### src/rtl/rib_rr_arbiter.sv
// rib_rr_arbiter: registered round-robin arbiter for the shared riscv_bus master port.
// Instruction fetch (m1) owns the bus by default. Load/store (m0), JTAG debug (m2)
// and the UART loader (m3) rotate round-robin in the order 0->2->3->0. A tenure
// counter forces a one-cycle fetch slot after MAX_TENURE cycles of ownership.
// Ports:
//   clk, rst        clock, async active-low reset
//   m_req_i/m_we_i  per-master request / write enable (bit k = master k)
//   m_addr_i        master k address at [k*ADDR_W +: ADDR_W]
//   m_data_i        master k write data at [k*DATA_W +: DATA_W]
//   m_data_o        read data broadcast to all masters (= bus_data_i)
//   grant_o         registered one-hot grant
//   bus_*_o         slave-side request/we/addr/data muxed from the granted master
//   bus_data_i      read data from slave decode
//   hold_flag_o     registered pipeline hold, high whenever fetch is not granted
module rib_rr_arbiter #(
   parameter int unsigned ADDR_W     = 32,
   parameter int unsigned DATA_W     = 32,
   parameter int unsigned MAX_TENURE = 16
) (
   input  logic                  clk,
   input  logic                  rst,
   input  logic [3:0]            m_req_i,
   input  logic [3:0]            m_we_i,
   input  logic [4*ADDR_W-1:0]   m_addr_i,
   input  logic [4*DATA_W-1:0]   m_data_i,
   output logic [DATA_W-1:0]     m_data_o,
   output logic [3:0]            grant_o,
   output logic                  bus_req_o,
   output logic                  bus_we_o,
   output logic [ADDR_W-1:0]     bus_addr_o,
   output logic [DATA_W-1:0]     bus_data_o,
   input  logic [DATA_W-1:0]     bus_data_i,
   output logic                  hold_flag_o
);

   localparam int unsigned      TEN_W       = $clog2(MAX_TENURE);
   localparam logic [TEN_W-1:0] TEN_LAST    = TEN_W'(MAX_TENURE - 1);
   localparam logic [3:0]       FETCH_GRANT = 4'b0010;
   localparam logic [3:0]       NF_MASK     = 4'b1101;

   typedef enum logic [1:0] {IDLE, OWN, YIELD} state_t;

   state_t           state_q, state_d;
   logic [1:0]       owner_q, owner_d;
   logic [1:0]       rr_q, rr_d;
   logic [TEN_W-1:0] ten_q, ten_d;
   logic [3:0]       grant_d;
   logic             hold_d;
   logic [1:0]       search_start;
   logic [2:0]       pick;

   // Successor in the non-fetch rotation 0->2->3->0.
   function automatic logic [1:0] rr_next(input logic [1:0] m);
      logic [1:0] n;
      case (m)
         2'd0:    n = 2'd2;
         2'd2:    n = 2'd3;
         default: n = 2'd0;
      endcase
      return n;
   endfunction

   // First requester at or after start in the rotation; returns {found, index}.
   function automatic logic [2:0] rr_pick(input logic [3:0] nf, input logic [1:0] start);
      logic [1:0] c0, c1, c2;
      logic [2:0] r;
      c0 = (start == 2'd1) ? 2'd0 : start;
      c1 = rr_next(c0);
      c2 = rr_next(c1);
      r  = 3'b000;
      if (nf[c2]) r = {1'b1, c2};
      if (nf[c1]) r = {1'b1, c1};
      if (nf[c0]) r = {1'b1, c0};
      return r;
   endfunction

   // On release the search starts just past the old owner; otherwise at rr_ptr.
   assign search_start = (state_q == OWN) ? rr_next(owner_q) : rr_q;
   assign pick         = rr_pick(m_req_i & NF_MASK, search_start);

   // Next-state and registered-output logic.
   always_comb begin
      state_d = state_q;
      owner_d = owner_q;
      rr_d    = rr_q;
      ten_d   = ten_q;
      case (state_q)
         IDLE, YIELD: begin
            if (pick[2]) begin
               state_d = OWN;
               owner_d = pick[1:0];
               ten_d   = '0;
            end else begin
               state_d = IDLE;
            end
         end
         OWN: begin
            if (!m_req_i[owner_q]) begin
               rr_d = rr_next(owner_q);
               if (pick[2]) begin
                  owner_d = pick[1:0];
                  ten_d   = '0;
               end else begin
                  state_d = IDLE;
               end
            end else if (ten_q == TEN_LAST) begin
               state_d = YIELD;
               rr_d    = rr_next(owner_q);
            end else begin
               // ten_q < TEN_LAST here, so the increment never wraps.
               ten_d = ten_q + TEN_W'(1);
            end
         end
         default: state_d = IDLE;
      endcase
      grant_d = (state_d == OWN) ? (4'b0001 << owner_d) : FETCH_GRANT;
      hold_d  = (state_d == OWN);
   end

   always_ff @(posedge clk or negedge rst) begin
      if (!rst) begin
         state_q     <= IDLE;
         owner_q     <= 2'd0;
         rr_q        <= 2'd0;
         ten_q       <= '0;
         grant_o     <= FETCH_GRANT;
         hold_flag_o <= 1'b0;
      end else begin
         state_q     <= state_d;
         owner_q     <= owner_d;
         rr_q        <= rr_d;
         ten_q       <= ten_d;
         grant_o     <= grant_d;
         hold_flag_o <= hold_d;
      end
   end

   // AND-OR bus mux driven by the one-hot grant.
   always_comb begin
      bus_addr_o = '0;
      bus_data_o = '0;
      for (int k = 0; k < 4; k++) begin
         if (grant_o[k]) begin
            bus_addr_o = bus_addr_o | m_addr_i[k*ADDR_W +: ADDR_W];
            bus_data_o = bus_data_o | m_data_i[k*DATA_W +: DATA_W];
         end
      end
   end

   assign bus_req_o = |(m_req_i & grant_o);
   assign bus_we_o  = |(m_we_i & m_req_i & grant_o);
   assign m_data_o  = bus_data_i;

endmodule
### config.mk
export PLATFORM = sky130hd
export DESIGN_NAME = rib_rr_arbiter
export DESIGN_NICKNAME = d
export VERILOG_FILES = /design/src/rtl/rib_rr_arbiter.sv
export SDC_FILE = /design/constraint.sdc
export NUM_CORES = 1
export LEC_CHECK = 0
export CAP_MARGIN = 20
export CORE_AREA = 10 10 147 149
export DETAILED_ROUTE_END_ITERATION = 16
export DIE_AREA = 0 0 157 159
export PLACE_DENSITY_LB_ADDON = 0.1
export SLEW_MARGIN = 20
export SYNTH_ARGS = -nofsm -noshare
export SYNTH_HDL_FRONTEND = slang
export SYNTH_SLANG_ARGS = --single-unit
### constraint.sdc
create_clock -name clk -period 2.6 [get_ports clk]
set_input_delay 0.52 -clock clk [delete_from_list [all_inputs] [get_ports clk]]
set_output_delay 0.52 -clock clk [all_outputs]
set_load 0.05 [all_outputs]
Yosys cells after proc, flatten, opt, wreduce, memory -nomap -nowiden
Index checks and enable logic that the tools add are counted.

Register bits after elaboration: 15. Latch bits: 0. RAM bits: 0. ROM bits: 0. Input port bits: 298. Logic and storage cells: 80. Memories: 0.

$add $sub $neg: 1. Multipliers: 0. Div/mod/pow operators: 0. $lt $le $gt $ge: 4. Equality and inequality tests: 10. Shift operators: 1. Mux-type cells: 39. Bitwise operators: 9. Reduce and logical (&&, ||, !) cells: 10.

Operators by type and width (number): two-way mux 32 bit (8); OR 32 bit (6); one-hot mux 2 bit (2 select lines) (5); two-way mux 2 bit (9); two-way mux 4 bit (4); bitwise AND 4 bit (3); < comparator 2 x 3 -> 1 bit (second input constant) (4); two-way mux 3 bit (3); binary-select mux 1 bit (select 2 bit) (4); equality test 2 bit (second input constant) (4); zero test 2 bit (4); one-hot mux 4 bit (2 select lines) (1); OR reduction 4 bit (2); equality test 2 x 1 -> 1 bit (second input constant) (3); two-way mux 1 bit (5); adder 4 x 1 -> 4 bit (second input constant) (1); equality test 4 bit (second input constant) (1); AND reduction 2 bit (2); left shift 1 x 2 -> 4 bit (first input constant) (1); != test 3 bit (second input constant) (1); != test 2 x 1 -> 1 bit (second input constant) (1); nonzero test 2 bit (1); OR reduction 2 bit (1).

Depth between registers and ports, before layout
Gate-level depths: netlist of the first run.

Depth after elaboration: 19. Mapped depth: 7. Gate-level depth less buffers: 7.

Worst setup path before layout of the first run
Ideal clock, no wire load.

Path type: reg2out. From: register grant_o[1]. To: output bus_data_o[13]. Arrival: 1739 ps. Data required time: 2080 ps. Slack: 341 ps. Cell stages (with the launch flop): 5. Buffers on the path: 2. Path through: dfstp_2 -> clkbuf_1 -> buf_1 -> a22oi_1 -> nand2_1.

Word-level cells in the longest chain between the ends: 5.

RTL lines: from (decl) (RTL line 27) `output logic [3:0] grant_o,`; from (signal assigned) (RTL line 133) `grant_o <= grant_d;`; two-way mux 32 bit * (RTL line 143) `if (grant_o[k]) begin`; OR 32 bit (RTL line 145) `bus_data_o = bus_data_o | m_data_i[k*DATA_W +: DATA_W];`; two-way mux 32 bit * (RTL line 143); OR 32 bit (RTL line 145); two-way mux 32 bit * (RTL line 143); to (decl) (RTL line 31) `output logic [DATA_W-1:0] bus_data_o,`.

Mark *: on every way between the ends. The rest lies on a longest branch, timed or not.

Worst setup path in the final report of the first run
From: input m_req_i[1]. To: register grant_o[1].

Word-level cells in the longest chain between the ends: 6. Elaborated cells between the ends (all ways): 9. Classes of those cells: 1 x eq/ne; 1 x shift; 7 x mux.

RTL lines: from (decl) (RTL line 22) `input logic [3:0] m_req_i,`; binary-select mux 1 bit (select 2 bit) * (RTL line 98) `if (!m_req_i[owner_q]) begin`; two-way mux 1 bit (not written as such) * (RTL line 98); two-way mux 2 bit (RTL line 98); one-hot mux 2 bit (2 select lines) (RTL line 87) `case (state_q)`; equality test 2 x 1 -> 1 bit / left shift 1 x 2 -> 4 bit (equally long branches) (RTL line 116) `grant_d = (state_d == OWN) ? (4'b0001 << owner_d) : FETCH_GRANT;`; two-way mux 4 bit * (RTL line 116); net grant_d[1] (RTL line 47) `logic [3:0] grant_d;`.

Mark *: on every way through the listed nets, which the timed path passes. The rest lies on a longest branch. The select of a mux whose other input is x is not followed. A chain may end at the register's enable or synchronous reset.

==> results.md, run 1 <==
- CP startpoint kind: input pin
- Vias: 3966
- Setup crit end kind: flip-flop
- Cell depth of the worst min-delay path: 1
- CTS sink cnt: 15
- Syn Nets: 649
- CP required: 2760 ps
- Final Max Slew Viols: 0
- Library cells used by synthesis: 41
- Setup bufs post-CTS: 0
- Root Driver: clkbuf_16
- Cells after Synth: 350
- Max-cap violations: 0
- Core area: 18600 um2
- Antenna violations before repair: 5
- Setup TNS: 0 ps
- Vias in the first global route: 4190
- CTS max path bufs: 2
- Final worst path period share: 88.9%
- H-tree level count: 1
- TritonRoute pass-1 iters: 4
- Number of placed I/O pins: 401
- Die Width: 157 um
- CP max FO: 3
- Detailed Route WL: 22300 um
- Fin nets: 945
- GPL Wtd Cong: 0.829
- RSZ-0062 raised after global routing: false
- Total CTS buffers: 3
- Ys Warns: 0
- Main synth FF type: dfrtp_1
- Fillers: 1872
- Peak VDD IR: 0.589 mV
- Worst-Margin Slew: 669 ps
- Quantity of I/O buffers inserted on ports: 336
- HP Class: reg2reg
- Power per cell area: 1340 nW/um2
- Final Hold Vio Count: 0
- Pleak: 2.70 nW
- First-pass GRT wire length: 31000 um
- Final Skew: 0.913 ps
- HPWL Detailed: 19300 um
- Remaining global-route overflow: 0
- Slew margin rel.: 55.3%
- Fmax: 433 MHz
- Setup slack after layout: 289 ps
- Worst path arrival time: 2470 ps
- Cts repair resizes: 0
- Number of synthesized flops with an enable pin: 0
- Post-DRT Antenna Nets: 0
- Initial DRC Count: 165
- GRT Overall Usage: 16.6%
- Async S/R FF share, synth: 100%
- Clk_lat worst skew: 240 ps
- Syn Area/Cell: 7.06 um2
- DR vias/cell: 4.49
- Register area share after synthesis: 15.2%
- CTS tree: built
- Minimum clock period: 2310 ps
- Wirelength per Cell: 25.2 um
- Critical path type: in2reg
- Reg2reg path depth: 5
- Synth Register Bits: 15
- Residual DRC: 0
- Synth-to-Final Area Change: 171%
- Largest net degree at the start of global routing: 39
- CTS clk-pin slew, worst paths: 50 ps
- CTS Hold Bufs: 0
- Num rows: 50
- Dpl ws: 17.3 ps
- Layout cell share with drive strength beyond 1: 16.7%
- Starting Density: 13.3%
- Mapped Area: 2470 um2
- Die Area: 25000 um2
- Final Setup Violations: 0
- Status: complete, no violations
- Die height: 159 um
==> layout by cell type (no fill, tap or decap), types with 4 or more instances in the layout <==
cell type / synthesis / final
diode_2: 0 / 4
clkdlybuf4s50_1: 0 / 269
nand2_1: 71 / 71
a22oi_1: 130 / 130
nand3_1: 9 / 9
o21ai_0: 7 / 7
nor2b_1: 4 / 4
inv_1: 4 / 4
buf_4: 32 / 19
buf_12: 0 / 69
dfrtp_1: 14 / 11
a21oi_1: 4 / 4
==> per-layer routing <==
metal	track usage (%)	part of all wire, %
met3	7.45	12
met5	0	0.058
met1	16.2	32
met2	31.6	55
met4	2.10	0.70
==> state kept, by name (all words and copies together), names as in the netlist <==
register	count
grant_o	4
hold_flag_o	1
owner_q	2
rr_q	2
state_q	2
ten_q	4
==> cell type report <==
| cell class | instances | area (um2) | area share [%] |
|---|---|---|---|
| diodes | 4 | 10.0 | 0.149 |
| clock buffers | 3 | 75.1 | 1.12 |
| clock inverters | 1 | 5.00 | 0.0747 |
| inverters | 5 | 18.8 | 0.280 |
| multi-input cells | 264 | 1700 | 25.4 |
| flip-flops and latches | 15 | 380 | 5.68 |
| well taps | 234 | 293 | 4.37 |
| repair buffers | 357 | 4220 | 63.0 |
==> per-stage QoR <==
stage | hold slack [ps] | total power, W | cell area, um2 | std cells | utilization (%)
after CTS | 531 | 0.00910 | 6690 | 879 | 36.0
after global placement | 515 | 0.00878 | 6610 | 875 | 35.6
after detailed placement | 524 | 0.00878 | 6610 | 875 | 35.6
after global routing | 576 | 0.00943 | 6690 | 882 | 36.0
after floorplan | 224 | 0.00461 | 2470 | 350 | -
final | 528 | 0.00898 | 6700 | 883 | 36.0
==> synth_stat cells (all sizes together), types with 2 or more instances <==
cell type	count	area share, %
a211oi	3	0.91
a21oi	4	0.81
a22oi	130	39
buf	43	12
clkbuf	23	3.5
dfrtp	14	14
inv	5	0.76
mux2	2	0.91
mux2i	2	0.81
nand2	71	11
nand2b	2	0.51
nand3	9	1.8
nand4	2	0.51
nor2	3	0.46
nor2b	4	1.0
nor3	3	0.61
o21a	2	0.61
o21ai	7	1.4
o221a	2	0.91
o221ai	2	0.71
==> power by group <==
part / total (W) / switching (W) / internal [W]
Sequential: 0.000560 / 0.000227 / 0.000333
Combinational: 0.00812 / 0.00444 / 0.00368
Clock: 0.000297 / 0.0000919 / 0.000205
==> worst max-delay path: stages <==
cell	delay, ps
clkdlybuf4s50_1	430
mux4_2	510
or3_4	390
and2_4	170
o21a_1	220
o31ai_2	240
==> cell families after synthesis <==
logic type / Yosys count / share of synthesized area (%)
AND/OR/NAND/NOR: 103 / 18.8
adder cells (fa/ha/maj): 1 / 0.506
buffers and inverters: 71 / 16.1
AO/OA/AOI/OAI: 155 / 46.7
flip-flops: 15 / 15.2
multiplexers: 5 / 2.63
==> path summary, 6_finish.rpt <==
path	startpoint	endpoint	slack, ps
max in group asynchronous	rst	grant_o[3]	1440
min in group asynchronous	rst	rr_q[1]	690
worst max-delay path	m_req_i[1]	grant_o[1]	290
worst max register to register	owner_q[1]	grant_o[1]	510
worst min register to register	ten_q[0]	ten_q[0]	530
worst min-delay path	ten_q[0]	ten_q[0]	530
No activity file was read; power rests on OpenSTA's default activity.
==> run 2, diff against run 1 <==
ABC_CLOCK_PERIOD_IN_PS = 2600   (was unset)
CORE_AREA = 2 2 156 158   (was 10 10 147 149)
DIE_AREA = 0 0 158 160   (was 0 0 157 159)
HOLD_SLACK_MARGIN = 0.08   (was unset)
==> run 2 against run 1 <==
First-iteration DRC count increased by 32%; clock skew up 2.3 ps; final cell count rose by 9.4%; design area rose by 1.6%; hold slack better by 16 ps; utilization fell by 7.5 points; die area rose by 1.3%; sequential power fell by 19%; critical path type unchanged; largest cell class unchanged.
==> results.md, run 2 (synthesis gave the netlist of run 1 again) <==
- Detailed Route WL: 18200 um (-18%)
- Root Driver: clkbuf_16
- Worst-Margin Slew: 663 ps (-6.00 ps)
- HP Class: reg2reg
- Final Setup Violations: 0 (unchanged)
- Power per cell area: 1320 nW/um2 (-1.9%)
- GRT Overall Usage: 13.1% (-3.5 points)
- Global routing usage on met2: 25.5% (-6.1 points)
- Cell depth of the worst min-delay path: 2 (+1)
- Cts repair resizes: 0 (unchanged)
- Die Area: 25300 um2 (+1.3%)
- Remaining global-route overflow: 0 (unchanged)
- CTS max path bufs: 2 (unchanged)
- Reg2reg path depth: 5 (unchanged)
- Core area: 23800 um2 (+28%)
- Final Skew: 3.26 ps (+2.35 ps)
- CP startpoint kind: input pin
- Quantity of I/O buffers inserted on ports: 336 (unchanged)
- Worst path arrival time: 2500 ps (+30 ps)
- Pleak: 2.69 nW (-0.42%)
- Top Usage Layer GRT: met2
- Hold_sp: ten_q[1]
- CTS clk-pin slew, worst paths: 50 ps (about the same)
- Max-cap violations: 0 (unchanged)
- Vias: 3919 (-1.2%)
- H-tree level count: 1 (unchanged)
- Met1 Use GR: 15.1% (-1.1 points)
- TritonRoute pass-1 iters: 4 (unchanged)
- Final Hold Vio Count: 0 (unchanged)
- Die Width: 158 um (+0.64%)
- CTS Hold Bufs: 0 (unchanged)
- GPL Wtd Cong: 0.796 (-4.0%)
- Commonest non-fill, non-tap cell in the layout: clkdlybuf4s50_1
- Largest net degree at the start of global routing: 46 (+18%)
- Worst R2R Setup Slack: 470 ps (-40 ps)
- CTS tree: built
- Reg2reg end: grant_o[1]
- Setup crit end kind: flip-flop
- Slew margin rel.: 55.7% (+0.40 points)
- Hold path endpoint: ten_q[1]
- Num rows: 57 (+14%)
- Final worst path period share: 90.4% (+1.5 points)
- CP required: 2750 ps (about the same)
- Fmax: 425 MHz (-1.7%)
- HPWL Detailed: 15000 um (-22%)
- CP max FO: 4 (+1)
- Placement Cell Area: 6720 um2 (+1.7%)
- Clk_lat worst skew: 240 ps (about the same)
- DR vias/cell: 4.06 (-9.7%)
- Fin nets: 942 (-0.32%)
- Critical path type: in2reg
- Reg2Reg Launch Point: owner_q[1]
- Initial DRC Count: 217 (+32%)
- Total Power: 0.00895 W (-0.37%)
- Setup bufs post-CTS: 0 (unchanged)
- Most frequent cells in the layout: clkdlybuf4s50_1 (269), a22oi_1 (130), nand2_1 (71), buf_12 (71), buf_4 (14)
- CTS sink cnt: 15 (unchanged)
- Total CTS buffers: 3 (unchanged)
- Final Max Slew Viols: 0 (unchanged)
- Vias in the first global route: 4026 (-3.9%)
- Die height: 160 um (+0.63%)
- Antenna fix cells: 0 (-4)
- Starting Density: 10.4% (-2.9 points)
- Residual DRC: 0 (unchanged)
- GRT met3 Usage: 2.63% (-4.8 points)
- Layout cell share with drive strength beyond 1: 16.2% (-0.54 points)
- Number of placed I/O pins: 401 (unchanged)
- Peak VDD IR: 0.603 mV (+2.3%)
- Layout Cell Area excl Fill: 6800 um2 (+1.6%)
- Synth-to-Final Area Change: 175%
- Wirelength per Cell: 18.8 um (-25%)
- First-pass GRT wire length: 25100 um (-19%)
- Post-DRT Antenna Nets: 0 (unchanged)
- Antenna violations before repair: 0 (-5)
- Status: complete, no violations
- RSZ-0062 raised after global routing: false
- Minimum clock period: 2350 ps (+39.5 ps)
- Top flop regs: grant_o (4), ten_q (4)
[run 2: cell count changes in the layout (fill, tap and decap cells not counted), sizes merged]
cell,change
buf,-3
diode,-4
clkinv,-1
clkbuf,+1
[run 2: routing by layer]
layer  routed length (um)  vias up
met1                 6770     1816
met4                   38        0
met3                 1600        4
met5                    0        -
met2                 9790      194
li1                     -     1905
[run 2: critical path, cell delays in order]
cell	delay, ps
clkdlybuf4s50_1	420
mux4_2	520
or3_4	400
and2_4	180
o21a_1	220
o31ai_2	240
[run 2: how the worst max path moves through the flow]
stage | depth (start not counted) | startpoint | slack [ps] | endpoint
after CTS | 6 | m_req_i[3] | 240 | grant_o[1]
after floorplan | 4 | grant_o[1] | 340 | bus_data_o[13]
after global routing | 6 | m_req_i[3] | 180 | grant_o[1]
after global placement | 6 | m_req_i[3] | 20 | grant_o[1]
final | 6 | m_req_i[3] | 250 | grant_o[1]
after detailed placement | 6 | m_req_i[3] | -8 | grant_o[1]
[run 2: cell type report]
cell class / count / area [um2]
clock buffer: 4 / 78.8
fill: 2589 / 17000
inverter: 5 / 18.8
multi-input combinational: 264 / 1700
sequential: 15 / 380
tap: 324 / 405
timing repair buffer: 354 / 4220
[run 2: through the flow]
step / util (%) / hold slack (ps) / std cells / setup slack [ps] / setup TNS [ps]
after floorplan: - / 224 / 350 / 341 / 0
after global placement: 28.2 / 517 / 962 / 15.2 / 0
after detailed placement: 28.2 / 532 / 962 / -7.63 / -7.63
after CTS: 28.5 / 544 / 966 / 237 / 0
after global routing: 28.5 / 571 / 966 / 180 / 0
final: 28.5 / 544 / 966 / 250 / 0
[run 2: power by group]
group          internal, W  switching, W
sequential        0.000333      0.000123
clock             0.000207     0.0000833
combinational      0.00369       0.00451
